<file path="config.mk">
export PLATFORM = sky130hd
export DESIGN_NAME = regfile_wb_arbiter
export DESIGN_NICKNAME = d
export VERILOG_FILES = /design/src/rtl/regfile_wb_arbiter.sv
export SDC_FILE = /design/constraint.sdc
export NUM_CORES = 1
export LEC_CHECK = 0
export ABC_AREA = 1
export CAP_MARGIN = 20
export CORE_AREA = 4 4 147 149
export DETAILED_ROUTE_END_ITERATION = 10
export DIE_AREA = 0 0 151 153
export PLACE_DENSITY_LB_ADDON = 0.12
export SETUP_SLACK_MARGIN = 0.02
export SLEW_MARGIN = 20
export SYNTH_ARGS = -nofsm -noshare
export SYNTH_HDL_FRONTEND = slang
export SYNTH_SLANG_ARGS = --single-unit
</file>
<file path="constraint.sdc">
create_clock -name clk -period 2.5 [get_ports clk]
set_input_delay 0.75 -clock clk [delete_from_list [all_inputs] [get_ports clk]]
set_output_delay 0.75 -clock clk [all_outputs]
set_load 0.01 [all_outputs]
</file>
<file path="src/rtl/regfile_wb_arbiter.sv">
// Two-requester writeback arbiter feeding a single register-file write port.
// Round-robin on ties, one-cycle output stage, X31 writes consumed but dropped, read-port forwarding.
module regfile_wb_arbiter (
    input  logic        clk,
    input  logic        reset,
    input  logic        freeze,
    input  logic        req0_valid,
    output logic        req0_ready,
    input  logic [4:0]  req0_addr,
    input  logic [63:0] req0_data,
    input  logic        req1_valid,
    output logic        req1_ready,
    input  logic [4:0]  req1_addr,
    input  logic [63:0] req1_data,
    output logic        we3,
    output logic [4:0]  wa3,
    output logic [63:0] wd3,
    input  logic [4:0]  ra1,
    input  logic [4:0]  ra2,
    output logic        fwd1_en,
    output logic [63:0] fwd1_data,
    output logic        fwd2_en,
    output logic [63:0] fwd2_data,
    output logic [15:0] conflict_cnt,
    output logic [7:0]  drop_cnt
);

    localparam logic [4:0] ADDR_X31 = 5'd31;

    logic        last_grant;
    logic        grant0;
    logic        grant1;
    logic        take0;
    logic        take1;
    logic        xfer;
    logic [4:0]  sel_addr;
    logic [63:0] sel_data;

    always_comb begin
        // On a tie the requester opposite the previous winner gets the port.
        grant0     = req0_valid && (!req1_valid || last_grant);
        grant1     = req1_valid && (!req0_valid || !last_grant);
        req0_ready = grant0 && !freeze && !reset;
        req1_ready = grant1 && !freeze && !reset;
        take0      = req0_valid && req0_ready;
        take1      = req1_valid && req1_ready;
        xfer       = take0 || take1;
        sel_addr   = take1 ? req1_addr : req0_addr;
        sel_data   = take1 ? req1_data : req0_data;
    end

    always_ff @(posedge clk) begin
        if (reset) begin
            last_grant   <= 1'b1;
            we3          <= 1'b0;
            wa3          <= 5'd0;
            wd3          <= 64'd0;
            conflict_cnt <= 16'd0;
            drop_cnt     <= 8'd0;
        end else begin
            if (xfer) begin
                last_grant <= take1;
            end

            if (xfer && sel_addr != ADDR_X31) begin
                we3 <= 1'b1;
                wa3 <= sel_addr;
                wd3 <= sel_data;
            end else begin
                we3 <= 1'b0;
                wa3 <= 5'd0;
                wd3 <= 64'd0;
            end

            if (xfer && sel_addr == ADDR_X31 && drop_cnt != 8'hFF) begin
                drop_cnt <= drop_cnt + 8'd1;
            end

            if (req0_valid && req1_valid && !freeze && conflict_cnt != 16'hFFFF) begin
                conflict_cnt <= conflict_cnt + 16'd1;
            end
        end
    end

    always_comb begin
        fwd1_en   = we3 && (wa3 == ra1) && (ra1 != ADDR_X31);
        fwd2_en   = we3 && (wa3 == ra2) && (ra2 != ADDR_X31);
        fwd1_data = fwd1_en ? wd3 : 64'd0;
        fwd2_data = fwd2_en ? wd3 : 64'd0;
    end

endmodule

</file>
; Word level (Yosys, flattened, before mapping)
; Index checks and enable logic that the tools add are counted.
[word_totals]
register_bits = 95
input_bits = 153
output_inout_bits = 226
[classes]
n_mux = 5
n_reduce_logical = 27
n_bitwise = 1
eq_ne = 8
add_sub_neg = 2
[ops]
columns = cell, count
row1 = $mux 64, 3
row2 = $logic_and 1x1->1, 18
row3 = $add 16x1->16 const B, 1
row4 = $ne 16x16->1 const B, 1
row5 = $ne 5x5->1 const B, 3
row6 = $eq 5x5->1, 2
row7 = $add 8x1->8 const B, 1
row8 = $ne 8x8->1 const B, 1
row9 = $eq 5x5->1 const B, 1
row10 = $logic_not 1->1, 5
row11 = $mux 5, 1
row12 = $logic_or 1x1->1, 3
row13 = $reduce_or 2->1, 1
row14 = $mux 1, 1
row15 = $not 1->1, 1

; Logic depth before layout (Yosys ltp)
[depth]
ltp_word = 11
mapped_depth = 13
mapped_depth_nobuf = 11

; Worst setup path before layout
; Ideal clock, no wire load.
[synth_path]
kind = input to output
from = in ra2[4]
to = out fwd2_data[10]
path_stages = 5
setup_slack_ns = -0.087
t_required_ns = 1.750
t_arrival_ns = 1.837
n_path_buf = 2
path_cell_list = or2_2 o2111ai_1 clkbuf_1 buf_1 nor3_1
[synth_via]
elab_chain_len = 4
[synth_lines]
columns = element, line
row1 = from (decl), 19  ; input logic [4:0] ra2,
row2 = $eq 5x5->1, 87  ; fwd2_en = we3 && (wa3 == ra2) && (ra2 != ADDR_X31);
row3 = $logic_and 1x1->1, 87
row4 = $logic_and 1x1->1 *, 87
row5 = $mux 64 *, 89  ; fwd2_data = fwd2_en ? wd3 : 64'd0;
row6 = to (decl), 23  ; output logic [63:0] fwd2_data,
; Mark *: on every way between the ends. The rest lies on a longest branch, timed or not.

; Final worst setup path
[layout_path]
from = in ra2[1]
to = out fwd2_data[38]
; The elaborated chain is that of the path after synthesis.

==> results.py <==
metrics = {
    "layout": {
        "nFillCells": 1921,
        "final_util_pct": 54.5,
        "instances_no_fill": 1483,
        "final_cell_mix": "clkdlybuf4s50_1, nand2_1, dfxtp_1, inv_1, buf_2",
        "layout_commonest_cell": "clkdlybuf4s50_1",
        "final_nets": 1362,
        "area_growth_pct": 125,
        "drive_above_1_share_pct": 33.9,
    },
    "worst_setup_path": {
        "r2r_end": "last_grant",
        "critPathKind": "in -> out",
        "reg2reg_from": "last_grant",
        "crit_fanout": 6,
        "regToRegSetupSlack_ns": 0.53,
        "startpoint_type": "input port",
        "critical_path_arrival_ns": 2.07,
        "required_ns": 1.75,
        "r2r_cells": 15,
        "end_kind": "output pin",
    },
    "yosys": {
        "synth.avg_cell_area_um2": 6.45,
        "ys_seq_area_share_pct": 38.9,
        "syn_nets": 913,
        "yosysWarnings": 0,
        "synthCells": 758,
        "synthFlopType": "dfxtp_1",
        "synth-edff-count": 0,
        "async_flop_share_pct": 0,
        "syn_area_mm2": 0.00489,
        "synth_top_area_share_pct": 38.9,
        "yosys.area.top_type": "dfxtp_1",
        "synth_cell_type_count": 29,
        "ys_top_cells_by_area": "dfxtp_1, nand2_1, a21oi_1",
        "synth_seq_cells": 95,
    },
    "outcome": {
        "status": "finished, violations left",
        "violations": "setup timing",
    },
    "floorplanning": {
        "coreArea_mm2": 0.0202,
        "start_util_pct": 24.2,
        "rows": 52,
        "die_y_um": 153,
        "io_pins": 379,
        "design.die.area_mm2": 0.0231,
        "die_w_um": 151,
    },
    "power_and_ir_drop": {
        "irDropWorstVdd_v": 0.000322,
        "clkPwrFrac_pct": 36.6,
        "comb_power_share_pct": 23.2,
        "leakage_uw": 0.00471,
        "power.total_uw": 3990,
        "p_per_area_mw_per_mm2": 363,
        "p_sw_uw": 1110,
        "seq_power_share_pct": 40.2,
        "internal_power_uw": 2880,
        "switching_share_pct": 27.9,
    },
    "clocking": {
        "clk_pin_slew_ns": 0.08,
        "clk-insertion-delay-late_ns": 0.35,
        "cts_tree": "built",
        "htree_levels": 3,
        "root_buffer": "clkbuf_16",
        "ctsLongestPathBuffers": 2,
        "cts_buffers": 9,
        "cts_sinks": 95,
    },
    "routing": {
        "wl_per_cell_um": 19.6,
        "vias": 6763,
        "drt_iter0_markers": 279,
        "wl_um": 29100,
        "drcViolationCount": 0,
        "ant_nets": 0,
        "dr.pass1.iters": 7,
        "vias_per_cell": 4.56,
    },
    "run": {
        "max-cap-violations": 0,
    },
    "sta": {
        "slew_violations": 0,
        "maxSlewHeadroom_pct": 49.5,
        "clock.fmax_mhz": 355,
        "grt_setup_unrepaired": "yes",
        "post-route-min-period_ns": 2.82,
        "hold_viol": 0,
        "fin_skew_ns": 0.00939,
        "post-route-period-util_pct": 113,
        "setup_viol": 129,
        "fin_ws_ns": -0.316,
        "tightest_slew_ns": 0.758,
    },
    "global_routing": {
        "grt_util_met1_pct": 25.9,
        "grt_use_total_pct": 23.6,
        "gr-total-overflow": 0,
        "grt_max_degree": 65,
        "grt.busiest_layer": "met2",
        "met2_usage_pct": 40.8,
        "antenna_found_initial": 0,
        "grt_pass1_wl_um": 41400,
        "met3_usage_pct": 7.73,
        "grt_pass1_vias": 6669,
    },
    "placement": {
        "placedCellCount": 1410,
        "gp_congestion": 0.861,
        "place_hpwl_um": 19300,
        "io_buffers": 378,
    },
    "worst_hold_path": {
        "hold_path_class": "reg -> reg",
        "whs_path_depth": 2,
        "hold_start": "conflict_cnt[4]",
        "whs_endpoint": "conflict_cnt[4]",
    },
}
## flip-flops by register name (all words and copies together) (netlist names)
register	cells
we3	1
conflict_cnt	16
last_grant	1
drop_cnt	8
wd3	64
wa3	5
## per-layer routing
layer  vias to the layer above  share of wire, %  routed length, µm
li1                       3285                 -                  -
met1                      3138                37              10900
met2                       277                51              14700
met3                        63               8.0               2320
met4                         0               4.2               1220
met5                         -                 0                  0
## power by group through the flow
stage	clock network, µW	logic, µW	registers [µW]
detailed placement	0	721	1640
global route	1560	987	1610
global placement	0	720	1640
CTS	1510	896	1600
finish	1460	926	1600
floorplan	0	214	1660
## layout make-up
| cell class | instances | area, µm² | share of cell area (%) |
|---|---|---|---|
| diodes | 1 | 2.50 | 0.0227 |
| clock buffers | 11 | 243 | 2.21 |
| clock inverters | 5 | 63.8 | 0.580 |
| inverters | 98 | 384 | 3.49 |
| multi-input cells | 519 | 3330 | 30.3 |
| flip-flops and latches | 95 | 1900 | 17.3 |
| well taps | 270 | 338 | 3.07 |
| repair buffers | 483 | 4730 | 43.0 |
| repair inverters | 1 | 11.3 | 0.102 |
## metrics by stage
stage,hold slack (ns),worst slack (ns),cell area (µm²),setup TNS [ns]
floorplan,0.485,0.0368,4910,0
global placement,0.468,-1.01,9300,-128.23
detailed placement,0.467,-1.04,9300,-130.17
CTS,0.479,-0.371,10400,-32.24
global route,0.497,-0.417,11000,-40.79
finish,0.476,-0.316,11000,-28.98
## timing repair
item | 4_1_cts | 5_1_grt
setup endpoints to repair | 132 | 133
gates cloned | 20 | 2
endpoints found under the hold margin | 0 | 0
buffers inserted | 42 | 12
hold buffers | 0 | 0
gates resized for setup | 733 | 167
pin swaps | 21 | 25
## worst max path at each step
stage,end,from,slack [ns],depth (start not counted)
global placement,fwd2_data[28],ra2[2],-1.01,8
floorplan,fwd1_data[23],ra1[1],0.04,7
finish,fwd2_data[38],ra2[1],-0.32,8
global route,fwd1_data[24],ra1[1],-0.42,10
detailed placement,fwd2_data[28],ra2[2],-1.04,8
CTS,fwd2_data[25],ra2[1],-0.37,9
## kinds of logic after synthesis
family                   share of synthesized area [%]
AND/OR/NAND/NOR                                   34.2
buffers and inverters                             11.6
AO/OA/AOI/OAI                                     11.8
flip-flops                                        38.9
XOR/XNOR                                          2.87
adder cells (fa/ha/maj)                          0.512
## critical path, stage by stage
cell       delay [ns]
buf_6            0.10
xor2_1           0.14
nor2_2           0.12
o2111ai_4        0.25
buf_6            0.24
buf_16           0.16
nor3_2           0.13
buf_2            0.17
## synth_stat cells, drive strengths merged (2+ instances only)
cell / count
nand2: 197
nor2: 102
inv: 98
dfxtp: 95
a21oi: 86
nor3: 69
clkbuf: 31
nand4: 16
buf: 15
nand3: 14
xor2: 12
o21ai: 11
xnor2: 4
ha: 2
o211ai: 2
No activity file was read; power rests on OpenSTA's default activity.
